### src/rtl/tile_vram_slot_arbiter.sv
// Eight-slot-per-column VRAM time-division scheduler: video fetch slots and CPU access slots.
// Optional stall counter output enabled by defining VRAM_STALL_CNT_EN.
module tile_vram_slot_arbiter #(
  parameter logic [7:0] CPU_SLOT_MASK = 8'hF0,
  parameter int         ADDR_W        = 13
) (
  input  logic              clk_24M,
  input  logic              nRES,
  input  logic              line_start,
  input  logic              vid_active,
  input  logic [ADDR_W-1:0] vid_addr,
  output logic [2:0]        vid_slot,
  output logic [15:0]       vid_data,
  output logic              vid_strobe,
  input  logic              cpu_req,
  input  logic              cpu_we,
  input  logic [1:0]        cpu_be,
  input  logic [ADDR_W-1:0] cpu_addr,
  input  logic [15:0]       cpu_wdata,
  output logic [15:0]       cpu_rdata,
  output logic              cpu_ack,
  output logic              cpu_busy,
  output logic [ADDR_W-1:0] vram_addr,
  input  logic [15:0]       vram_din,
  output logic [15:0]       vram_dout,
  output logic              vram_cs_n,
  output logic              vram_oe_n,
  output logic [1:0]        vram_we_n
`ifdef VRAM_STALL_CNT_EN
  ,
  output logic [15:0]       stall_cnt
`endif
);

  typedef enum logic [1:0] {
    K_IDLE,
    K_VID,
    K_CRD,
    K_CWR
  } kind_e;

  logic [1:0]        ph_q, ph_d;
  logic [2:0]        slot_q, slot_d;
  kind_e             kind_q, kind_d;
  logic [ADDR_W-1:0] addr_q, addr_d;
  logic [15:0]       dout_q, dout_d;
  logic [1:0]        be_q, be_d;
  logic [15:0]       vdata_q, vdata_d;
  logic              strobe_q, strobe_d;
  logic [15:0]       rdata_q, rdata_d;
  logic              ack_q, ack_d;
  logic              busy_q, busy_d;
  logic              is_cpu;
  logic              is_ph0;

  assign is_ph0 = (ph_q == 2'd0);
  assign is_cpu = (kind_d == K_CRD) || (kind_d == K_CWR);

  // Slot kind is decided in the ph0 cycle itself so the pins can assert for
  // the whole slot; ph1..ph3 replay the registered decision.  Holding the
  // decision at idle while nRES is low keeps the pins at their reset values.
  always_comb begin
    kind_d = kind_q;
    if (!nRES) begin
      kind_d = K_IDLE;
    end else if (is_ph0) begin
      if (vid_active && !CPU_SLOT_MASK[slot_q]) begin
        kind_d = K_VID;
      end else if (cpu_req && !busy_q && !ack_q) begin
        kind_d = cpu_we ? K_CWR : K_CRD;
      end else begin
        kind_d = K_IDLE;
      end
    end
  end

  always_comb begin
    ph_d     = line_start ? 2'd0 : ph_q + 2'd1;
    slot_d   = slot_q;
    if (line_start) begin
      slot_d = 3'd0;
    end else if (ph_q == 2'd3) begin
      slot_d = slot_q + 3'd1;
    end

    addr_d   = addr_q;
    dout_d   = dout_q;
    be_d     = be_q;
    if (is_ph0 && (kind_d == K_VID)) begin
      addr_d = vid_addr;
    end else if (is_ph0 && is_cpu) begin
      addr_d = cpu_addr;
      dout_d = cpu_wdata;
      be_d   = cpu_be;
    end

    // A line_start before ph3 cancels the capture, the strobe and the ack.
    strobe_d = (ph_q == 2'd2) && (kind_d == K_VID) && !line_start;
    vdata_d  = strobe_d ? vram_din : vdata_q;
    rdata_d  = ((ph_q == 2'd2) && (kind_d == K_CRD) && !line_start) ? vram_din : rdata_q;
    ack_d    = (ph_q == 2'd3) && is_cpu && !line_start;

    busy_d   = busy_q;
    if (line_start) begin
      busy_d = 1'b0;
    end else if (is_ph0 && is_cpu) begin
      busy_d = 1'b1;
    end else if ((ph_q == 2'd3) && is_cpu) begin
      busy_d = 1'b0;
    end
  end

  always_ff @(posedge clk_24M or negedge nRES) begin
    if (!nRES) begin
      ph_q     <= 2'd0;
      slot_q   <= 3'd0;
      kind_q   <= K_IDLE;
      addr_q   <= '0;
      dout_q   <= 16'h0000;
      be_q     <= 2'b00;
      vdata_q  <= 16'h0000;
      strobe_q <= 1'b0;
      rdata_q  <= 16'h0000;
      ack_q    <= 1'b0;
      busy_q   <= 1'b0;
    end else begin
      ph_q     <= ph_d;
      slot_q   <= slot_d;
      kind_q   <= kind_d;
      addr_q   <= addr_d;
      dout_q   <= dout_d;
      be_q     <= be_d;
      vdata_q  <= vdata_d;
      strobe_q <= strobe_d;
      rdata_q  <= rdata_d;
      ack_q    <= ack_d;
      busy_q   <= busy_d;
    end
  end

  assign vid_slot   = slot_q;
  assign vid_data   = vdata_q;
  assign vid_strobe = strobe_q;
  assign cpu_rdata  = rdata_q;
  assign cpu_ack    = ack_q;
  assign cpu_busy   = busy_q;
  assign vram_addr  = addr_q;

  // Write data is driven from the bus in ph0, before the latch lands.
  assign vram_dout  = (is_ph0 && (kind_d == K_CWR)) ? cpu_wdata : dout_q;
  assign vram_cs_n  = (kind_d == K_IDLE);
  assign vram_oe_n  = !((kind_d == K_VID) || (kind_d == K_CRD));
  assign vram_we_n  = ((kind_d == K_CWR) && ((ph_q == 2'd1) || (ph_q == 2'd2))) ? ~be_q : 2'b11;

`ifdef VRAM_STALL_CNT_EN
  logic [15:0] stall_q;

  always_ff @(posedge clk_24M or negedge nRES) begin
    if (!nRES) begin
      stall_q <= 16'h0000;
    end else if (cpu_req && !busy_q && (stall_q != 16'hFFFF)) begin
      stall_q <= stall_q + 16'h0001;
    end
  end

  assign stall_cnt = stall_q;
`endif

endmodule

### config.mk
export PLATFORM = sky130hd
export DESIGN_NAME = tile_vram_slot_arbiter
export DESIGN_NICKNAME = d
export VERILOG_FILES = /design/src/rtl/tile_vram_slot_arbiter.sv
export SDC_FILE = /design/constraint.sdc
export NUM_CORES = 1
export LEC_CHECK = 0
export BUFFER_PORTS_ARGS = -buffer_cell sky130_fd_sc_hd__buf_2
export CORE_MARGIN = 4
export CORE_UTILIZATION = 43
export DETAILED_ROUTE_END_ITERATION = 8
export PLACE_DENSITY = 0.76
export SYNTH_ARGS = -nofsm -noshare
export SYNTH_HDL_FRONTEND = slang
export SYNTH_SLANG_ARGS = --single-unit
export TNS_END_PERCENT = 30
### constraint.sdc
create_clock -name clk_24M -period 2.2 [get_ports clk_24M]
set_input_delay 0.11 -clock clk_24M [delete_from_list [all_inputs] [get_ports clk_24M]]
set_output_delay 0.11 -clock clk_24M [all_outputs]
set_load 0.02 [all_outputs]
## After elaboration in Yosys (flattened, before gate mapping)

Memory sizes are Yosys's and may differ from the RTL's.
Cells that the tools add are included.

- Register bits after elaboration: 73
- ROM bits: 8
- Input port bits: 66
- Output and inout bits: 71
- Logic and storage cells: 66
- Memories: 1

- Add/sub/neg operators: 2
- Magnitude comparators: 1
- Eq/ne operators: 6
- Mux-type cells: 16
- Bitwise gates (word level): 2
- Reduce and logical (&&, ||, !) cells: 27

Memories:

| memory | words | width | rd ports | clocked after memory_dff | wr ports | line | text |
|---|---|---|---|---|---|---|---|
| (name not given) | 8 | 1 | 1 | 0 | 0 | 67 | `if (vid_active && !CPU_SLOT_MASK[slot_q]) begin` |

Operator list:

| operator | number |
|---|---|
| 13-bit two-way mux | 2 |
| 16-bit two-way mux | 1 |
| 1-bit logical AND | 13 |
| 2-bit two-way mux | 6 |
| 2-bit equality test, second input constant | 4 |
| 3-bit two-way mux | 2 |
| 1-bit zero test | 5 |
| 1-bit two-way mux | 5 |
| 2-bit by 1-bit equality test with 1-bit output, second input constant | 2 |
| 2-bit zero test | 2 |
| 3-bit by 4-bit less-than comparator with 1-bit output, second input constant | 1 |
| 2-bit nonzero test | 2 |
| 3-bit by 1-bit adder with 3-bit output, second input constant | 1 |
| 1-bit logical OR | 3 |
| 3-bit nonzero test | 1 |
| 2-bit by 1-bit adder with 2-bit output, second input constant | 1 |
| 2-bit inverter | 1 |
| 2-bit AND reduction | 1 |
| 1-bit inverter | 1 |

## Longest topological paths before layout

- Depth after elaboration: 13
- Mapped depth: 10
- Mapped depth without buffers: 8

## Worst setup path before layout

OpenSTA, ideal clock, no wires.

- Path type: flip-flop to flip-flop
- From: register ph_q[0]
- To: register dout_q[10]
- Arrival: 2.205 ns
- Data required time: 2.075 ns
- Slack: -0.131 ns
- Cell stages (with the launch flop): 11
- Buffers on the path: 2
- Period minus slack after synthesis: 2.331 ns
- Path through: dfrtp_1 -> inv_1 -> ha_1 -> buf_2 -> and3_1 -> o21a_1 -> ha_1 -> o21ai_2 -> nor2_4 -> buf_12 -> mux2_4

- Cells in the longest elaborated chain, start to end: 7
- Elaborated cells between the ends (all ways): 11
- Classes of those cells: eq/ne: 3; mux: 2; bitwise: 1; reduce/logical: 5

RTL lines:

| what | line | text |
|---|---|---|
| start: declaration | 42 | `logic [1:0] ph_q, ph_d;` |
| start signal: assignment | 127 | `ph_q <= ph_d;` |
| 2-bit zero test * | 56 | `assign is_ph0 = (ph_q == 2'd0);` |
| 2-bit two-way mux * | 66 | `end else if (is_ph0) begin` |
| 2-bit two-way mux * | 64 | `if (!nRES) begin` |
| net kind_d[1] | 44 | `kind_e kind_q, kind_d;` |
| 2-bit equality test / 2-bit by 1-bit equality test with 1-bit output (equally long branches) | 57, 89 |  |
| 1-bit logical OR / 1-bit logical AND (equally long branches) | 57, 89 |  |
| 1-bit logical AND / 1-bit inverter (equally long branches) | -- |  |
| 2-bit AND reduction (no source line) * | -- |  |
| end signal: assignment | 131 | `dout_q <= dout_d;` |
| end: declaration | 46 | `logic [15:0] dout_q, dout_d;` |

The timed path passes the listed nets; every way through them passes the cells marked *.
A chain may end at the register's enable or synchronous reset.

## Worst setup path after layout

- From: register ph_q[0]
- To: output vram_dout[1]

- Cells in the longest elaborated chain, start to end: 6

RTL lines:

| what | line | text |
|---|---|---|
| 2-bit zero test | 56 |  |
| 2-bit two-way mux | 66 |  |
| 2-bit two-way mux | 64 |  |
| net kind_d[1] | 44 |  |
| 2-bit equality test | 150 | `assign vram_dout = (is_ph0 && (kind_d == K_CWR)) ? cpu_wdata : dout_q;` |
| 1-bit logical AND | 150 |  |
| 16-bit two-way mux | 150 |  |
| end: declaration | 25 | `output logic [15:0] vram_dout,` |

The timed path passes the listed nets, and every way through them passes these cells.

==> impl_metrics.json <==
{
  "via_count": 2483,
  "grt_pass1_wl_um": 12420,
  "die-area_um2": 9024,
  "slew_violations": 0,
  "finalCoreUtilization": 0.6688,
  "grt_start_max_net_pins": 66,
  "arrival_ns": 2.17,
  "io_buffers": 136,
  "clock-root-buffer": "clkbuf_8",
  "critPathRequiredTime_ns": 2.09,
  "fin_nets": 479,
  "synth_top_area_frac": 0.5613,
  "tightest_slew_ns": 0.8171,
  "ys_types": 30,
  "clk-insertion-delay-late_ns": 0.34,
  "power_density_nw_per_um2": 1083,
  "grtUsageTotal": 0.1780,
  "cts_tree": "done",
  "syn_area_um2": 3254,
  "die_x_um": 95.00,
  "post-route-min-period_ns": 2.279,
  "clk_pin_slew_ns": 0.08,
  "drive_gt1_frac": 0.6341,
  "violations": "negative setup slack",
  "ant_nets": 0,
  "syn_nets": 304,
  "setup_slack_ns": -0.07912,
  "fp.dieH_um": 95.00,
  "slew_headroom": 0.4553,
  "finalCritPeriodShare": 1.036,
  "ys.flop_type": "dfrtp_1",
  "synth-edff-count": 0,
  "grt_remaining_overflow": 0,
  "synth_largest_area_cell": "dfrtp_1",
  "final_hold_viol_count": 0,
  "hpwlAfterDp_um": 5195,
  "max-cap-violations": 0,
  "rsz0062_at_grt": "true",
  "peakVddDrop_mv": 0.7370,
  "core_area_um2": 7292,
  "place_congestion": 0.7970,
  "critPathCaptureType": "primary output",
  "synth_commonest_cells": "73 x dfrtp_1, 56 x mux2_2, 16 x nand2_1",
  "n_antenna_cell": 0,
  "start_kind": "flop",
  "clock_path_buffers": 2,
  "cts_sinks": 73,
  "path_class": "reg2out",
  "grt_pass1_vias": 2636,
  "htree_num_levels": 3,
  "outcome": "finished, violations left",
  "drtIter0Drc": 30,
  "worstPathMaxFanout": 8,
  "setup_viol": 20,
  "syn-instance-count": 230,
  "cts_buffers": 9,
  "ys_warn_count": 0,
  "ys_top_cells_by_area": "dfrtp_1 56%, mux2_2 19%, mux2_4 4.6%, mux2i_1 4.3%, ha_1 3.1%",
  "antenna_found_initial": 0,
  "fmax_ghz": 0.4388,
  "fp-row-count": 31,
  "synthToLayoutAreaGrowth_pct": 49.87,
  "yosysSeqAreaShare": 0.5613,
  "synth_seq_cells": 73,
  "min_path_type": "in2reg",
  "synth-async-reset-ratio": 1.000,
  "fin_tns_setup_ns": -1.179,
  "skew_ns": 0.009037,
  "hold_slack_ns": 0.01638,
  "yosys.cell_count.top_type": "dfrtp_1",
  "p_leak_nw": 2.650,
  "drc": 0,
  "dr.pass1.iters": 4,
  "avgSynthCellArea_um2": 14.15,
  "initial_core_util": 0.4463,
  "wire_per_inst_um": 15.75,
  "drt-vias-per-instance": 4.878,
  "ios": 137,
  "drt_wl_total_um": 8019
}
final timing paths:
path	startpoint	to	slack (ns)	cells past startpoint
min	vram_din[15]	cpu_rdata[15]	0.02	2
max in group asynchronous	nRES	vram_addr[0]	0.95	3
min in group asynchronous	nRES	vid_slot[0]	0.20	2
max reg2reg	ph_q[0]	vram_addr[9]	-0.01	12
max	ph_q[0]	vram_dout[1]	-0.08	9
min reg2reg	vram_addr[7]	vram_addr[7]	0.48	2
per-stage QoR:
| stage | setup slack [ns] | total power, mW | area [µm²] | std cells |
|---|---|---|---|---|
| 6_report | -0.07912 | 5.283 | 4877 | 509 |
| 5_1_grt | -0.1638 | 5.571 | 4877 | 509 |
| 4_1_cts | -0.07777 | 5.267 | 4752 | 501 |
| 3_5_place_dp | -0.01992 | 3.733 | 4167 | 468 |
| 3_3_place_gp | 0.04828 | 3.673 | 4167 | 468 |
| 2_1_floorplan | -0.006419 | 3.105 | 3283 | 230 |
worst max-delay path: stages (launching register included):
cell     delay, ns
dfrtp_1       0.37
inv_2         0.06
ha_4          0.18
and3_4        0.15
o21a_4        0.20
ha_4          0.16
nand2_4       0.10
buf_12        0.15
mux2_4        0.31
buf_6         0.13
routing by layer:
metal	GRT usage	routed length, µm	vias to the layer above
met2	0.3147	4127	87
met4	0.04447	60	0
met3	0.05498	633	8
met1	0.2101	3198	1229
li1	-	-	1159
met5	0	0	-
what timing repair did:
| action | in CTS | in global routing |
|---|---|---|
| gates resized for setup | 56 | 10 |
| cloned | 1 | 2 |
| hold buffers | 9 | 0 |
| buffers inserted | 7 | 6 |
| setup endpoints to repair | 30 | 61 |
| pin swaps | 4 | 5 |
| hold endpoints to repair | 18 | 0 |
logic make-up after synthesis:
group,synth area share
xor gates and xnor gates,0.005384
AOI/OAI and AO/OA,0.04152
adders and majority gates,0.03076
DFF,0.5613
muxes,0.2830
buffers and inverters,0.02384
and+or+nand+nor,0.05421
sequential cells by signal, indices dropped and copies added (netlist names):
name,count
vram_addr,13
kind_q,2
vid_strobe,1
ph_q,2
cpu_busy,1
vid_data,16
cpu_ack,1
vid_slot,3
cpu_rdata,16
be_q,2
dout_q,16
placed cells by master (no fill, tap or decap), types with 3 or more instances in the layout:
cell type	instances
buf_12	5
buf_2	117
buf_4	18
buf_6	20
clkbuf_8	9
dfrtp_1	73
dlygate4sd3_1	9
ha_1	4
ha_4	3
mux2_2	40
mux2_4	26
mux2i_1	14
nand2_1	16
nand3_1	3
nor2_1	5
o21ai_0	13
final cells by class:
class / instances / area [µm²]
clock buffer: 9 / 123.9
timing repair buffer: 172 / 1214
fill: 581 / 2415
multi-input combinational: 146 / 1475
inverter: 3 / 11.26
clock inverter: 7 / 102.6
sequential: 73 / 1827
tap: 99 / 123.9
power by group:
part	internal, mW	switching [mW]
Sequential	1.75	0.223
Combinational	1.11	1.03
Clock	0.650	0.525
Total	3.51	1.77
Power figures use the tool's default switching activity.
